==> config.mk <==
export PLATFORM = sky130hd
export DESIGN_NAME = bulls_cows_core
export DESIGN_NICKNAME = d
export VERILOG_FILES = /design/src/rtl/bulls_cows_core.sv
export SDC_FILE = /design/constraint.sdc
export NUM_CORES = 1
export LEC_CHECK = 0
export CAP_MARGIN = 30
export CORE_ASPECT_RATIO = 2
export CORE_MARGIN = 2
export CORE_UTILIZATION = 25
export DETAILED_ROUTE_END_ITERATION = 16
export GPL_ROUTABILITY_DRIVEN = 0
export GPL_TIMING_DRIVEN = 0
export SYNTH_ARGS = -nofsm -noshare
export SYNTH_HDL_FRONTEND = slang
export SYNTH_SLANG_ARGS = --single-unit
export TNS_END_PERCENT = 10
==> constraint.sdc <==
create_clock -name clock -period 7.05 [get_ports clock]
set_clock_uncertainty 0.15 [all_clocks]
set_input_delay 1.41 -clock clock [delete_from_list [all_inputs] [get_ports clock]]
set_output_delay 1.41 -clock clock [all_outputs]
set_load 0.02 [all_outputs]
==> src/rtl/bulls_cows_core.sv <==
// ---------------------------------------------------------------------------
// bulls_cows_core
//   Two-player Bulls & Cows game controller. Each player enters a secret code,
//   then the players alternate guesses against the opponent's secret. Every
//   guess is validated (no NULL digit, all digits distinct) and then scored one
//   digit per cycle.
//
// Ports
//   clock     : system clock, rising edge
//   reset     : asynchronous active-low reset
//   confirma  : debounced confirm button level; acts on its rising edge
//   SW        : code entry, digit i = SW[i*DW +: DW], digit DIGITS-1 leftmost
//   phase     : current state code
//   player    : active player (0 = P1, 1 = P2)
//   bulls     : bulls of the last scored guess
//   cows      : cows of the last scored guess
//   tries_p1  : scored guesses of P1
//   tries_p2  : scored guesses of P2
//   invalid   : 1-cycle pulse when a candidate code is rejected
//   winner    : winning player
//   busy      : high while validating or scoring
// ---------------------------------------------------------------------------
module bulls_cows_core #(
    parameter int DIGITS    = 4,
    parameter int DW        = 4,
    parameter int MAX_TRIES = 15
) (
    input  logic                         clock,
    input  logic                         reset,
    input  logic                         confirma,
    input  logic [DIGITS*DW-1:0]         SW,
    output logic [2:0]                   phase,
    output logic                         player,
    output logic [$clog2(DIGITS+1)-1:0]  bulls,
    output logic [$clog2(DIGITS+1)-1:0]  cows,
    output logic [7:0]                   tries_p1,
    output logic [7:0]                   tries_p2,
    output logic                         invalid,
    output logic                         winner,
    output logic                         busy
);

    localparam int CW = $clog2(DIGITS + 1);
    localparam int KW = $clog2(DIGITS);

    localparam logic [2:0] P1_SETUP = 3'd0;
    localparam logic [2:0] P2_SETUP = 3'd1;
    localparam logic [2:0] VALIDATE = 3'd2;
    localparam logic [2:0] GUESS    = 3'd3;
    localparam logic [2:0] SCORE    = 3'd4;
    localparam logic [2:0] SHOW     = 3'd5;
    localparam logic [2:0] WIN      = 3'd6;
    localparam logic [2:0] DRAW     = 3'd7;

    localparam logic [7:0]    TRIES_MAX = 8'(MAX_TRIES);
    localparam logic [KW-1:0] K_LAST    = KW'(DIGITS - 1);

    logic                   confirma_prev;
    logic                   rise;
    logic [DIGITS*DW-1:0]   cand;
    logic [2:0]             origin;
    logic [DIGITS*DW-1:0]   secret1;
    logic [DIGITS*DW-1:0]   secret2;
    logic [KW-1:0]          k;

    logic                   cand_ok;
    logic [DIGITS*DW-1:0]   opp;
    logic [DW-1:0]          g_dig;
    logic                   hit_bull;
    logic                   hit_cow;

    assign rise = confirma & ~confirma_prev;
    assign busy = (phase == VALIDATE) || (phase == SCORE);

    // Candidate check: no all-ones digit and all digits pairwise distinct.
    always_comb begin
        cand_ok = 1'b1;
        for (int i = 0; i < DIGITS; i++) begin
            if (cand[i*DW +: DW] == {DW{1'b1}}) begin
                cand_ok = 1'b0;
            end
            for (int j = i + 1; j < DIGITS; j++) begin
                if (cand[i*DW +: DW] == cand[j*DW +: DW]) begin
                    cand_ok = 1'b0;
                end
            end
        end
    end

    // Per-digit scoring of guess digit k against the opponent's secret.
    always_comb begin
        opp      = player ? secret1 : secret2;
        g_dig    = cand[k*DW +: DW];
        hit_bull = (g_dig == opp[k*DW +: DW]);
        hit_cow  = 1'b0;
        for (int j = 0; j < DIGITS; j++) begin
            if ((j != int'(k)) && (g_dig == opp[j*DW +: DW])) begin
                hit_cow = 1'b1;
            end
        end
    end

    always_ff @(posedge clock or negedge reset) begin
        if (!reset) begin
            confirma_prev <= 1'b0;
            phase         <= P1_SETUP;
            origin        <= P1_SETUP;
            cand          <= '0;
            secret1       <= '0;
            secret2       <= '0;
            k             <= '0;
            player        <= 1'b0;
            bulls         <= '0;
            cows          <= '0;
            tries_p1      <= '0;
            tries_p2      <= '0;
            invalid       <= 1'b0;
            winner        <= 1'b0;
        end else begin
            confirma_prev <= confirma;
            invalid       <= 1'b0;
            case (phase)
                P1_SETUP, P2_SETUP, GUESS: begin
                    if (rise) begin
                        cand   <= SW;
                        origin <= phase;
                        phase  <= VALIDATE;
                    end
                end
                VALIDATE: begin
                    if (!cand_ok) begin
                        invalid <= 1'b1;
                        phase   <= origin;
                    end else begin
                        case (origin)
                            P1_SETUP: begin
                                secret1 <= cand;
                                phase   <= P2_SETUP;
                            end
                            P2_SETUP: begin
                                secret2 <= cand;
                                player  <= 1'b0;
                                phase   <= GUESS;
                            end
                            default: begin
                                bulls <= '0;
                                cows  <= '0;
                                k     <= '0;
                                phase <= SCORE;
                            end
                        endcase
                    end
                end
                SCORE: begin
                    if (hit_bull) begin
                        bulls <= bulls + CW'(1);
                    end else if (hit_cow) begin
                        cows <= cows + CW'(1);
                    end
                    if (k == K_LAST) begin
                        if (!player && (tries_p1 != TRIES_MAX)) begin
                            tries_p1 <= tries_p1 + 8'd1;
                        end
                        if (player && (tries_p2 != TRIES_MAX)) begin
                            tries_p2 <= tries_p2 + 8'd1;
                        end
                        phase <= SHOW;
                    end else begin
                        k <= k + KW'(1);
                    end
                end
                SHOW: begin
                    if (rise) begin
                        if (bulls == CW'(DIGITS)) begin
                            winner <= player;
                            phase  <= WIN;
                        end else if ((tries_p1 == TRIES_MAX) && (tries_p2 == TRIES_MAX)) begin
                            phase <= DRAW;
                        end else begin
                            player <= ~player;
                            phase  <= GUESS;
                        end
                    end
                end
                default: begin
                    // WIN and DRAW: a confirm starts a fresh game.
                    if (rise) begin
                        secret1  <= '0;
                        secret2  <= '0;
                        tries_p1 <= '0;
                        tries_p2 <= '0;
                        bulls    <= '0;
                        cows     <= '0;
                        player   <= 1'b0;
                        winner   <= 1'b0;
                        phase    <= P1_SETUP;
                    end
                end
            endcase
        end
    end

endmodule

### After elaboration in Yosys (flattened, before gate mapping)

Index checks and enable logic that the tools add are counted.

| storage, ports and cells | value |
|---|---|
| register bits after elaboration | 82 |
| bits in latches | 0 |
| RAM bits | 0 |
| bits in read-only memories | 0 |
| input bits | 19 |
| output and inout port bits | 29 |
| word-level logic and storage cells | 170 |
| memories kept | 0 |

| cells by class | value |
|---|---|
| $add $sub $neg | 5 |
| multipliers | 0 |
| div/mod/pow operators | 0 |
| $lt $le $gt $ge | 0 |
| equal/unequal tests | 46 |
| shift-type cells | 2 |
| mux-type cells | 61 |
| bitwise gates (word level) | 8 |
| reductions and logical operators | 34 |

Operators by type and width:

| cell | number |
|---|---|
| $mux W16 | 6 |
| $pmux W16 S2 | 2 |
| $eq A4 B4 Y1 | 11 |
| $mux W8 | 5 |
| $mux W3 | 12 |
| $pmux W8 S2 | 2 |
| $shiftx A16 B5 Y4 | 2 |
| $mux W1 | 24 |
| $reduce_and A4 Y1 | 6 |
| $ne A2 B2 Y1 const B | 11 |
| $pmux W3 S3 | 2 |
| $add A8 B1 Y8 const B | 2 |
| $eq A4 B4 Y1 const B | 4 |
| $eq A8 B4 Y1 const B | 2 |
| $ne A8 B4 Y1 const B | 2 |
| $reduce_or A5 Y1 | 3 |
| $pmux W3 S4 | 1 |
| $ne A2 B1 Y1 const B | 5 |
| $eq A3 B3 Y1 const B | 3 |
| $reduce_bool A2 Y1 | 4 |
| $reduce_or A4 Y1 | 2 |
| $logic_and A1 B1 Y1 | 7 |
| $not A1 Y1 | 7 |
| $reduce_and A7 Y1 | 1 |
| other kinds (23) | 30 |

### Logic depth before layout (Yosys ltp)

| depth | value |
|---|---|
| word-level depth | 13 |
| depth in mapped cells | 9 |
| mapped depth without buffers | 8 |

### Worst setup path before layout

No wires, ideal clock.

| timing path | value |
|---|---|
| kind | flip-flop to output port |
| from | register phase[1] |
| to | output port busy |
| arrival time | 1.443 ns |
| data required time | 5.490 ns |
| path slack | 4.047 ns |
| stages on the path, launching flop included | 7 |
| path buffers | 2 |
| cell sequence | dfrtp_1 -> clkbuf_1 -> inv_1 -> nand2_1 -> or2_2 -> clkbuf_2 -> nand2_1 |

| between the ends | value |
|---|---|
| word-level cells in the longest chain between the ends | 2 |
| elaborated cells between the ends (all ways) | 3 |
| those cells by class | 2 x eq/ne; 1 x reduce/logical |

RTL lines:

| item | line | text |
|---|---|---|
| start: declaration | 32 | `output logic [2:0] phase,` |
| start signal: assignment | 133 | `phase <= origin;` |
| $eq A3 B2 Y1 or $eq A3 B3 Y1 (tied branches) | 73 | `assign busy = (phase == VALIDATE) \|\| (phase == SCORE);` |
| $logic_or A1 B1 Y1 * | 73 |  |
| end: declaration | 40 | `output logic busy` |

Every way passes the cells marked *; elsewhere a longest branch is shown, timed or not.

### Final worst setup path

| timing path | value |
|---|---|
| from | register phase[0] |
| to | output port busy |

Same word-level chain as after synthesis.

==> impl_metrics.yaml <==
finish:
  layout_commonest_cell: "dfrtp_1"
  drive_above_1_share: 0.2287
  final_cell_mix: "dfrtp_1 (82), mux2_2 (50), clkdlybuf4s50_1 (46)"
  finish.utilization: 0.3140
  postLayoutCellArea_um2: 5913
  fin_nets: 518
  area_delta_synth_final_pct: 23.27
  antenna_cells: 0
  final_cells: 749
  fillerInstances: 2004
synthesis:
  syn-num-nets: 459
  synth_edf_count: 0
  yosysSeqAreaShare: 0.4278
  synthTopCellsByArea: "dfrtp_1 (43%), mux2_2 (12%), xor2_1 (6.2%)"
  yosysTopAreaCellShare: 0.4278
  ys_ff_latch: 82
  syn_avg_cell_area_um2: 11.13
  synth_cell_types: 54
  ys.flop_type: "dfrtp_1"
  synth_area_um2: 4797
  synthArstFlopShare: 1.000
  ys_warn_count: 0
  postSynthCellCount: 431
  synth_top_cell_by_area: "dfrtp_1"
sta:
  setup_tns_ns: 0
  worstMarginPinSlew_ns: 0.7765
  final_hold_viol_count: 0
  post-route-min-period_ns: 4.135
  fmax_mhz: 241.8
  setup_violations: 0
  rsz0062_at_grt: "no"
  maxSlewHeadroom: 0.4804
  fin_crit_sh: 0.5866
  drv_slew: 0
routing:
  wl_per_cell_um: 15.82
  ant_nets: 0
  drt_pass1_iterations: 4
  wl_um: 11850
  vias_per_cell: 4.656
  vias: 3487
  drcViolationCount: 0
  drtIter0Drc: 139
die:
  die_area_um2: 20380
  row_count: 71
  core_um2: 18830
  io_pins: 48
  start_util: 0.2547
  die_x_um: 102.0
  fp.dieH_um: 199.9
global_route:
  grt-ovfl-total: 0
  grt_max_degree: 73
  grtUsageMet3: 0.01950
  grt_util_met1: 0.1269
  use_met2: 0.2327
  grt_pass1_wl_um: 19440
  gr-usage-all-layers: 0.1243
  top_usage_layer: "met2"
  antenna_found_initial: 0
  grt_pass1_vias: 3749
outcome:
  outcome: "finished, final reports clean"
clock_network:
  clk_pin_slew_ns: 0.06
  post_cts_resized: 0
  clock_latency_ns: 0.34
  htree_levels: 3
  numCtsBuffers: 9
  cts_tree: "built"
  cts-root-buf: "clkbuf_16"
  clockBufferDepth: 2
  clock-sinks: 82
  cts_setup_buffers: 0
  hold_buffers: 0
setup_path:
  crit_top_cell: "nand2_1"
  worst_setup_path_start_kind: "register"
  cpMaxStageDelayCell: "clkdlybuf4s50_1"
  reg2reg_setup_slack_ns: 4.18
  setup.worst_path.class: "reg2out"
  path_cells: "clkbuf_1 > nor2_1 > nand2_1 > nand2_1 > clkdlybuf4s50_1"
  end_kind: "output port"
  cp.required_ns: 5.49
  cp_max_fo: 10
  cp.arrival_ns: 2.58
  max_stage_delay_ns: 0.63
pwr:
  p_per_area_nw_per_um2: 456.0
  power.leakage_nw: 2.565
  vdd_ir_drop_max_uv: 137.4
min_path:
  hp-class: "reg2reg"
placed_design:
  portBuffers: 47
  dpl_cell_area_um2: 5612
  dp_cells: 734
  dp_hpwl_um: 9053
job:
  max-cap-violations: 0
logic make-up after synthesis:
kind of cell    Yosys count  share of synthesized area
compound gates           48                    0.06964
xor+xnor                 54                     0.1017
fa+ha+maj                 9                    0.02347
buf+inv                  41                    0.04851
flops                    82                     0.4278
mux                      77                     0.1964
simple gates            120                     0.1325
critical path, delay by kind of cell, from the launching register on:
family,cells,cell delay [ns]
buf+inv,2,0.86
flops,1,0.42
simple gates,3,0.95
cells in the mapped netlist (2+ instances only):
master    number
o31ai_1        4
buf_2         18
buf_6          5
mux4_2         7
a31oi_1        2
inv_1          7
clkbuf_1       8
o22ai_1        2
nor3_1         9
and3_1        19
and4_1         2
nand2_1       23
xnor2_1       18
nor4_1         7
o21ai_0       13
xor2_1        34
nand4_1       11
xnor2_2        2
a22o_1         3
nor2_1        27
o21ai_1        3
or2_2          2
mux2i_1       18
dfrtp_1       82
or3_1          2
ha_1           9
a21oi_1       10
mux2_2        50
nand3_1        8
and2_1         2
report_power, final:
group / switching, W / leakage [nW] / internal, W
clock: 0.000199 / 0.141 / 0.000284
combinational: 0.000822 / 1.34 / 0.000688
sequential: 0.0000898 / 1.08 / 0.000613
stage by stage:
step                power, W  hold slack [ns]  worst slack, ns
floorplan           0.001843           0.3287            4.047
global placement    0.002183           0.3388            1.580
detailed placement  0.002225           0.3430            3.182
CTS                 0.002714           0.3556            2.872
global route        0.002883           0.3612            2.745
finish              0.002696           0.3544            2.915
flip-flops by register name, summed over array words and instances, names as in the netlist:
register / count
bulls: 3
secret1: 16
tries_p1: 8
phase: 3
origin: 3
invalid: 1
k: 2
confirma_prev: 1
tries_p2: 8
cand: 16
winner: 1
secret2: 16
cows: 3
player: 1
path summary, 6_finish.rpt:
kind | startpoint | end | depth (start not counted)
max | phase[0] | busy | 5
min reg2reg | secret2[8] | secret2[8] | 1
max in group asynchronous | reset | cows[1] | 2
max reg2reg | player | cows[2] | 8
min in group asynchronous | reset | secret1[9] | 1
min | secret2[8] | secret2[8] | 1
layout make-up:
type	instances	area [µm²]	share of cell area
Inverter	8	43.79	0.007406
Clock buffer	10	239.0	0.04041
Timing Repair Buffer	48	495.5	0.08379
Multi-Input combinational cell	308	2512	0.4249
Tap cell	255	319.1	0.05396
Sequential cell	82	2052	0.3470
Clock inverter	5	62.56	0.01058
Buffer	33	188.9	0.03195
layer usage:
metal / share of wire / wire, µm
met1: 0.36 / 4301
met2: 0.56 / 6666
met3: 0.035 / 418
met4: 0.039 / 460
met5: 0 / 0
No activity file was read; power rests on OpenSTA's default activity.
